===== config.mk =====
export PLATFORM = sky130hd
export DESIGN_NAME = ram_refresh_timer
export DESIGN_NICKNAME = d
export VERILOG_FILES = /design/src/rtl/ram_lat_model_pkg.sv /design/src/rtl/ram_refresh_timer.sv
export SDC_FILE = /design/constraint.sdc
export NUM_CORES = 1
export LEC_CHECK = 0
export BUFFER_PORTS_ARGS = -buffer_cell sky130_fd_sc_hd__buf_2
export CAP_MARGIN = 20
export CORE_AREA = 8 8 45 47
export CTS_CLUSTER_DIAMETER = 40
export DETAILED_ROUTE_END_ITERATION = 16
export DIE_AREA = 0 0 53 55
export PLACE_DENSITY_LB_ADDON = 0.3
export SYNTH_ARGS = -nofsm -noshare
export SYNTH_HDL_FRONTEND = slang
export SYNTH_SLANG_ARGS = --single-unit

===== constraint.sdc =====
create_clock -name clk -period 1.35 [get_ports clk]
set_input_delay 0 -clock clk [delete_from_list [all_inputs] [get_ports clk]]
set_output_delay 0 -clock clk [all_outputs]
set_load 0.02 [all_outputs]

===== src/rtl/ram_lat_model_pkg.sv =====
// ram_model_pkg: shared types, limits and byte-lane merge helper for the latency RAM model.
package ram_model_pkg;

    typedef enum logic {REF_IDLE, REF_BUSY} ref_state_t;

    localparam int MAX_RD_LAT     = 4;
    localparam int MAX_REF_CYCLES = 15;

    function automatic logic [7:0] lane_merge(input logic [7:0] old_v, input logic [7:0] new_v,
                                              input logic we);
        return we ? new_v : old_v;
    endfunction

endpackage


===== src/rtl/ram_refresh_timer.sv =====
// ram_refresh_timer: periodic refresh stall generator; busy for REF_CYCLES after every REF_PERIOD idle cycles.
module ram_refresh_timer
    import ram_model_pkg::*;
#(
    parameter int REF_PERIOD = 0,
    parameter int REF_CYCLES = 4
) (
    input  logic clk,
    input  logic rst_n,
    output logic busy
);
    localparam int CW = REF_PERIOD > 1 ? $clog2(REF_PERIOD) : 1;

    ref_state_t    state_q, state_d;
    logic [CW-1:0] cnt_q, cnt_d;
    logic [3:0]    stall_q, stall_d;

    // The period counter holds its wrap value during the stall and restarts from zero afterwards.
    always_comb begin
        state_d = state_q;
        cnt_d   = cnt_q;
        stall_d = stall_q;
        case (state_q)
            REF_IDLE:
                if (REF_PERIOD != 0) begin
                    if (cnt_q == CW'(REF_PERIOD - 1)) begin
                        state_d = REF_BUSY;
                        stall_d = '0;
                    end else begin
                        cnt_d = cnt_q + 1'b1;
                    end
                end
            REF_BUSY:
                if (stall_q == 4'(REF_CYCLES - 1)) begin
                    state_d = REF_IDLE;
                    cnt_d   = '0;
                end else begin
                    stall_d = stall_q + 1'b1;
                end
        endcase
    end

    always_ff @(posedge clk or negedge rst_n) begin
        if (!rst_n) begin
            state_q <= REF_IDLE;
            cnt_q   <= '0;
            stall_q <= '0;
        end else begin
            state_q <= state_d;
            cnt_q   <= cnt_d;
            stall_q <= stall_d;
        end
    end

    assign busy = state_q == REF_BUSY;

endmodule


# After elaboration in Yosys (flattened, before gate mapping)
# Cells that the tools add are included.
# W data, S select, Z words.
word_totals:
  regBits: 5
  latch_bits: 0
  ram_bits: 0
  mem_bits_ro: 0
  input_bits: 2
  wordCells: 8
  n_memories: 0
classes:
  add_sub_neg: 1
  n_mul: 0
  div: 0
  n_lt_le_gt_ge: 0
  n_eq_ne: 1
  shifts: 0
  n_mux: 2
  bitwise_logic: 1
  n_reduce_logical: 1
op_table:
  columns: ["operator", "count"]
  rows:
  - ["$add A4 B1 Y4 const B", 1]
  - ["$eq A4 B2 Y1 const B", 1]
  - ["$mux W1", 2]
  - ["$reduce_and A2 Y1", 1]
  - ["$not A1 Y1", 1]

# Depth between registers and ports, before layout
# Gate-level depths: netlist of run 1.
logic_depth:
  word_depth: 3
  ltp_mapped: 3

# Least setup slack after synthesis of run 1
# No wires, ideal clock.
synth_timing:
  path_kind: "register to register"
  from: "register stall_q[0]"
  to: "register stall_q[2]"
  arrival_ps: 1000
  required_ps: 1225
  setup_slack_ps: 225
  path_stages_with_launch: 4
  synth_period_minus_slack_ps: 1125
  path_cell_list: "dfrtp_1 > ha_1 > nand2_1 > mux2_2"
synth_via:
  elab_chain_cells: 3
  elab_cells_between_ends: 4
  classes_between: "add/sub: 1; eq/ne: 1; bitwise: 1; reduce/logical: 1"
synth_rtl:
  columns: ["element", "line", "text"]
  rows:
  - ["from (decl)", "ram_refresh_timer.sv:16", "logic [3:0] stall_q, stall_d;"]
  - ["from (signal assigned)", "ram_refresh_timer.sv:51", "stall_q <= stall_d;"]
  - ["branches (longest 3 deep; another with $add A4 B1 Y4)", null, null]
# Parallel ways; which one is timed is not known.
# A chain may end at the register's enable or synchronous reset.

# Final worst setup path of run 1
layout_timing:
  from: "register stall_q[0]"
  to: "register stall_q[1]"
# Same word-level chain as after synthesis.

==> flow_summary.toml, run 1 <==
[pwr]
clockPowerShare_pct = 52.9
comb_power_share_pct = 1.8
power.density_nw_per_um2 = 1050
switching_share_pct = 20.1
p_int_w = 0.000265
p_sw_w = 0.0000669
vdd_drop_max_uv = 211
p_seq_share_pct = 45.3
power.leakage_nw = 0.140

[detailed_routing]
post-route-drc-count = 0
vias = 185
ant_nets = 0
wl_um = 465
wire_per_inst_um = 10.6
initialDrtViolationCount = 2
vias_per_cell = 4.20
dr.pass1.iters = 2

[synth]
synth_most_common_cell = "dfrtp_1"
ys_seq_elements = 5
yosysWarnings = 0
yosys.area.top_type = "dfrtp_1"
synthTopCellsByCount = "5 x dfrtp_1, 3 x nand2b_1, 2 x nand2_1, 2 x nand4bb_1, 2 x o211ai_1"
syn_nets = 24
synth.distinct_cells = 12
async_flop_share_pct = 100
synthCells = 21
synthFlopType = "dfrtp_1"
synth_edf_count = 0
avgSynthCellArea_sq_um = 11.9
synth_area_leaders = "dfrtp_1 50%, nand4bb_1 9.0%, nand2b_1 7.5%, o211ai_1 6.0%, ha_1 5.0%"
synth_area_sq_um = 249
synth_top_cell_area_share_pct = 50.3
synth-seq-area-share_pct = 50.3

[cts]
cts_max_path_buffers = 2
clockRootBuffer = "clkbuf_4"
cts_resized = 0
cts_tree = "yes"
cts_hold_buffers = 1
clkTransAtPathRegs_ns = 0.04
clock_sinks = 5
htree_num_levels = 1
postCtsSetupBuffers = 0
insertion_delay_ns = 0.24
cts_inserted_buffers = 3

[timing]
relSlewSlack_pct = 73.6
hold_viol_final = 0
max_freq_ghz = 0.779
min_period_over_period_pct = 95.1
period_minus_slack_ns = 1.28
tightestPinTransition_ns = 0.395
finClkSkew_ns = 0.00108
drv_slew = 0
setup_viol = 0
setup_tns_ns = 0
rsz0062_at_grt = "no"

[setup_path]
r2r_slack_ns = 0.07
cp.required_ns = 1.46
cp-start-kind = "register"
criticalPathCategory = "reg -> reg"
r2r_end = "stall_q[1]"
arrival_ns = 1.39
critPathMaxFanout = 5
crit_path_end_kind = "register"
r2r_start = "stall_q[0]"
rr_worst_depth = 3

[global_route]
grt_max_degree = 9
grt_pass1_wl_um = 786
antenna_found_initial = 0
gr-total-overflow = 0
grt_pass1_vias = 209
grt_usage_pct = 4.55

[floorplan]
placementRows = 14
dieArea_sq_um = 2920
die_y_um = 55
core_area_sq_um = 1380
num_io_pins = 3
die_w_um = 53
start_util_pct = 18.0

[finish]
fin_area_sq_um = 315
fin_nets = 32
n_fill_cell = 155
antenna_cells = 0
utilization_pct = 22.8
syn2layout_area_growth_pct = 26.6
drive_gt1_share_pct = 21.4

[job]
drv_cap = 0

[min_path]
hold_class = "in -> async"

[status]
status = "finished clean"

[placement]
io_buffer_count = 2
placed_area_sq_um = 279
gp_congestion = 0.644
-- logic make-up (layout without fill, tap and decap cells) --
kind of cell / count (synthesis) / count (layout) / synth area share, %
muxes: 1 / 1 / 4.52
adders and majority gates: 1 / 1 / 5.02
buffers and inverters: 0 / 7 / 0
xor gates and xnor gates: 1 / 1 / 3.52
AOI/OAI and AO/OA: 2 / 2 / 6.03
DFF: 5 / 5 / 50.3
and+or+nand+nor: 11 / 11 / 30.7
-- cell usage in the layout, fill, tap and decap left out, drive strengths merged, types with 2 or more instances in the layout --
cell and count:
nand4bb 2, buf 2, nand2 2, clkbuf 4, o211ai 2, dfrtp 5
nand2b 3
-- how the worst max path moves through the flow --
stage               start         end
5_1_grt        stall_q[0]  stall_q[1]
6_report       stall_q[0]  stall_q[1]
3_5_place_dp   stall_q[0]  stall_q[1]
4_1_cts        stall_q[0]  stall_q[1]
2_1_floorplan  stall_q[0]  stall_q[2]
3_3_place_gp   stall_q[0]  stall_q[0]
-- per-stage QoR --
step	total power, W	std cells	worst slack, ns	hold slack (ns)
after floorplan	0.000153	21	0.225	-0.296
after global placement	0.000157	39	0.0940	-0.181
after detailed placement	0.000157	39	0.0549	-0.180
after CTS	0.000338	44	0.0582	0.104
after global routing	0.000356	44	0.00386	0.114
final	0.000332	44	0.0656	0.105
-- registers in the layout, indices dropped and copies added (netlist names) --
register  count
stall_q       4
busy          1
-- routing by layer --
metal,GRT usage [%],vias up,routed length (um)
met5,0,-,0
met4,10.3,0,29
met3,1.60,4,9
met2,7.42,4,278
met1,2.30,88,146
li1,-,89,-
-- cell type report --
cell class | instances | area (sq um) | share of cell area [%]
sequential | 5 | 125 | 39.7
multi-input combinational | 16 | 124 | 39.3
clock buffer | 4 | 26.3 | 8.33
timing repair buffer | 3 | 20.0 | 6.35
tap | 16 | 20.0 | 6.35
-- critical path, stage by stage, from the launching register on --
cell	delay [ns]
dfrtp_1	0.39
ha_1	0.23
nor3b_1	0.38
o211ai_1	0.15
-- power by group through the flow --
stage	clock (W)	combinational [W]	sequential, W
after global routing	0.000199	0.00000692	0.000150
after CTS	0.000181	0.00000632	0.000150
final	0.000176	0.00000607	0.000150
after floorplan	0	0.0000000000418	0.000153
after global placement	0	0.00000399	0.000153
after detailed placement	0	0.00000404	0.000153
Power figures use the tool's default switching activity.
==> inputs of run 2 (changes only) <==
--- a/config.mk
+++ b/config.mk
@@ -11,7 +11,8 @@
 export CTS_CLUSTER_DIAMETER = 40
 export DETAILED_ROUTE_END_ITERATION = 16
 export DIE_AREA = 0 0 53 55
-export PLACE_DENSITY_LB_ADDON = 0.3
+export PLACE_DENSITY = 0.33
 export SYNTH_ARGS = -nofsm -noshare
 export SYNTH_HDL_FRONTEND = slang
 export SYNTH_SLANG_ARGS = --single-unit
+export TNS_END_PERCENT = 50
==> flow_summary.toml, run 2 (same netlist as run 1, synthesis figures left out) <==
[pwr]
power.leakage_nw = 0.151
power.density_nw_per_um2 = 1010
vdd_drop_max_uv = 365

[cts]
insertion_delay_ns = 0.24
cts_max_path_buffers = 2
clockRootBuffer = "clkbuf_4"
cts_tree = "yes"
cts_inserted_buffers = 3
htree_num_levels = 1
clkTransAtPathRegs_ns = 0.04
clock_sinks = 5

[global_route]
grt_usage_pct = 4.71
grt_max_degree = 9
grt_pass1_wl_um = 883
gr-total-overflow = 0
grt_pass1_vias = 215
antenna_found_initial = 0

[detailed_routing]
dr.pass1.iters = 2
vias = 190
vias_per_cell = 4.22
post-route-drc-count = 0
wire_per_inst_um = 11.7
wl_um = 528
ant_nets = 0
initialDrtViolationCount = 4

[timing]
layout_setup_ws_ns = 0.177
period_minus_slack_ns = 1.17
finClkSkew_ns = 0.00105
hold_viol_final = 0
min_period_over_period_pct = 86.9
tightestPinTransition_ns = 0.260
setup_tns_ns = 0
whs_ns = 0.122
max_freq_ghz = 0.853
relSlewSlack_pct = 82.6
drv_slew = 0
rsz0062_at_grt = "no"
setup_viol = 0

[floorplan]
placementRows = 14
die_w_um = 53
core_area_sq_um = 1380
num_io_pins = 3
dieArea_sq_um = 2920
start_util_pct = 18.0
die_y_um = 55

[placement]
io_buffer_count = 2
post-place-ws_ns = 0.0886
place_hpwl_um = 381
placedCellCount = 40
gp_congestion = 0.600

[setup_path]
worst-path-buf-inv = 0
criticalPathCategory = "reg -> reg"
arrival_ns = 1.28
path_cells = "ha_1 > nor3b_2 > o211ai_1"
path_delay_family = "flip-flops"
r2r_start = "stall_q[1]"
max_stage_delay_ns = 0.38
slowest_stage = "dfrtp_1"
r2r_slack_ns = 0.18
timing.critical_path.from = "stall_q[1]"
cp.required_ns = 1.46
critPathMaxFanout = 4
crit_path_end_kind = "register"
cp-start-kind = "register"

[finish]
final_cells = 45
regArea_sq_um = 125
layout_common_cells = "5 x dfrtp_1, 3 x nand2b_1, 3 x clkbuf_4"
syn2layout_area_growth_pct = 31.7
final_common_cell = "dfrtp_1"
largest_register = "stall_q"
largest_reg_flops = 4
multi_input_area_sq_um = 129
drive_gt1_share_pct = 27.6
fin_nets = 33
antenna_cells = 0
n_fill_cell = 150

[min_path]
hold_class = "in -> async"

[job]
drv_cap = 0

[status]
status = "finished clean"
## run 2: cell types whose count changed in the layout (fill, tap and decap cells not counted), sizes merged
cell / previous run / this run
buf: 2 / 3
## run 2: routing by layer
layer	vias to the layer above	share of wire, %	GRT usage, %
met3	0	5.3	2.67
li1	93	-	-
met4	0	0	6.47
met2	3	51	6.05
met5	-	0	0
met1	94	43	4.59
## run 2: timing repair
| item | 4_1_cts | 5_1_grt |
|---|---|---|
| setup endpoints to repair | 0 | 2 |
| resized for setup | 0 | 1 |
| setup buffers | 0 | 0 |
| endpoints found under the hold margin | 5 | 0 |
| hold buffers | 1 | 0 |
## run 2: power by group
group	internal, W	leakage [nW]	switching (W)
registers	0.000150	0.0699	0
clock network	0.000112	0.0150	0.0000629
logic	0.00000296	0.0657	0.00000336
## run 2: worst reg2reg max path: cells and delay by family, from the launching register on
kind	cells	cell delay, ns
simple gates	1	0.29
flops	1	0.38
compound gates	1	0.14
fa+ha+maj	1	0.23
## run 2: per-stage QoR
| stage | total power, W | utilization (%) | area (sq um) |
|---|---|---|---|
| CTS | 0.000339 | 23.3 | 323 |
| finish | 0.000331 | 23.7 | 328 |
| global placement | 0.000157 | 20.7 | 287 |
| detailed placement | 0.000157 | 20.7 | 287 |
| global route | 0.000351 | 23.7 | 328 |
| floorplan | 0.000153 | - | 249 |
## run 2: worst paths after layout
check / endpoint / depth (start not counted)
worst max-delay path: stall_q[1] / 3
worst min-delay path: stall_q[1] / 2
worst max register to register: stall_q[1] / 3
worst min register to register: stall_q[3] / 1
max in group asynchronous: stall_q[2] / 2
min in group clk: stall_q[3] / 1
## run 2: final cells by class
class	instances	area share [%]
timing repair buffer	4	8.40
multi-input combinational	16	39.3
clock buffer	4	8.02
tap	16	6.11
sequential	5	38.2
==> inputs of run 3 (changes only) <==
--- a/config.mk
+++ b/config.mk
@@ -8,6 +8,7 @@
 export BUFFER_PORTS_ARGS = -buffer_cell sky130_fd_sc_hd__buf_2
 export CAP_MARGIN = 20
 export CORE_AREA = 8 8 45 47
+export CTS_BUF_LIST = sky130_fd_sc_hd__clkbuf_2 sky130_fd_sc_hd__clkbuf_4 sky130_fd_sc_hd__clkbuf_8
 export CTS_CLUSTER_DIAMETER = 40
 export DETAILED_ROUTE_END_ITERATION = 16
 export DIE_AREA = 0 0 53 55
==> flow_summary.toml, run 3 (same netlist as run 1, synthesis figures left out) <==
[timing]
rsz0062_at_grt = "no"
setup_tns_ns = 0
max_freq_ghz = 0.853
tightestPinTransition_ns = 0.256
drv_slew = 0
finClkSkew_ns = 0.000893
hold_viol_final = 0
min_period_over_period_pct = 86.9
setup_viol = 0
relSlewSlack_pct = 82.8
period_minus_slack_ns = 1.17

[pwr]
comb_power_share_pct = 1.8
vdd_drop_max_uv = 338
clockPowerShare_pct = 55.7
power.leakage_nw = 0.154
p_seq_share_pct = 42.5
p_int_w = 0.000285
switching_share_pct = 19.4
power.density_nw_per_um2 = 1070
p_sw_w = 0.0000686

[detailed_routing]
post-route-drc-count = 0
ant_nets = 0
vias_per_cell = 4.36
wl_um = 533
vias = 196
dr.pass1.iters = 3
wire_per_inst_um = 11.8
initialDrtViolationCount = 4

[finish]
final_common_cell = "dfrtp_1"
syn2layout_area_growth_pct = 33.2
largest_reg_flops = 4
largest_register = "stall_q"
utilization_pct = 24.0
drive_gt1_share_pct = 31.0
layout_common_cells = "5 x dfrtp_1, 4 x clkbuf_4, 3 x nand2b_1"
antenna_cells = 0
fin_nets = 33

[placement]
io_buffer_count = 2
gp_congestion = 0.600
place_hpwl_um = 381

[setup_path]
crit_path_end_kind = "register"
cp-start-kind = "register"
cp.required_ns = 1.46
critPathMaxFanout = 4
criticalPathCategory = "reg -> reg"
arrival_ns = 1.29

[cts]
postCtsSetupBuffers = 0
insertion_delay_ns = 0.24
cts_inserted_buffers = 3
cts_max_path_buffers = 2
cts_tree = "yes"
clockRootBuffer = "clkbuf_4"
clock_sinks = 5
clkTransAtPathRegs_ns = 0.04
htree_num_levels = 1

[floorplan]
core_area_sq_um = 1380
die_w_um = 53
num_io_pins = 3
dieArea_sq_um = 2920
placementRows = 14
start_util_pct = 18.0
die_y_um = 55

[min_path]
hold_class = "in -> async"

[global_route]
grt_max_degree = 9
grt_usage_pct = 4.87
grt_pass1_vias = 215
gr-total-overflow = 0
grt_pass1_wl_um = 890
antenna_found_initial = 0

[job]
drv_cap = 0

[status]
status = "finished clean"
-- run 3: changes by cell type in the layout (fill, tap and decap cells not counted) --
cell / before / now
clkbuf_1: 1 / 0
clkbuf_4: 3 / 4
-- run 3: critical path: stages, from the launching register on --
cell      delay (ns)
dfrtp_1         0.38
ha_1            0.24
nor3b_2         0.29
o211ai_1        0.14
-- run 3: repair_timing --
item	in CTS	in global routing
hold endpoints to repair	5	0
hold buffers	1	0
endpoints found under the setup margin	0	2
resized for setup	0	1
-- run 3: area by class of cell --
cell class | count | area, sq um
Timing Repair Buffer | 4 | 27.5
Multi-Input combinational cell | 16 | 129
Clock buffer | 4 | 30.0
Fill cell | 151 | 1050
Sequential cell | 5 | 125
Tap cell | 16 | 20.0
-- run 3: worst paths after layout --
check                              to       start  slack [ns]  cells after the start
max                        stall_q[1]  stall_q[1]        0.18                      3
min                        stall_q[3]       rst_n        0.11                      2
max reg2reg                stall_q[1]  stall_q[1]        0.18                      3
min reg2reg                stall_q[3]  stall_q[3]        0.56                      1
max in group asynchronous        busy       rst_n        1.11                      2
min in group clk           stall_q[3]  stall_q[3]        0.56                      1
-- run 3: metrics by stage --
step                      worst slack [ns]  instance area, sq um  hold WS, ns  total power, W  cells
after CTS                           0.0805                   327        0.122        0.000360     45
after floorplan                      0.225                   249       -0.296        0.000153     21
after global placement              0.0764                   287       -0.172        0.000157     40
final                                0.177                   332        0.112        0.000354     45
after global routing                0.0709                   332        0.135        0.000374     45
after detailed placement            0.0886                   287       -0.178        0.000157     40
-- run 3: power groups by stage --
stage / logic, W / clock network (W) / registers [W]
final: 0.00000628 / 0.000197 / 0.000150
after global routing: 0.00000723 / 0.000216 / 0.000150
after CTS: 0.00000665 / 0.000203 / 0.000150
after detailed placement: 0.00000416 / 0 / 0.000153
after global placement: 0.00000453 / 0 / 0.000153
after floorplan: 0.0000000000418 / 0 / 0.000153
-- run 3: routing by layer --
| metal | vias to the layer above | wire length [um] | track usage (%) |
|---|---|---|---|
| met5 | - | 0 | 0 |
| met4 | 0 | 29 | 7.76 |
| met3 | 3 | 36 | 2.67 |
| met2 | 6 | 245 | 6.05 |
| met1 | 94 | 222 | 4.59 |
| li1 | 93 | - | - |
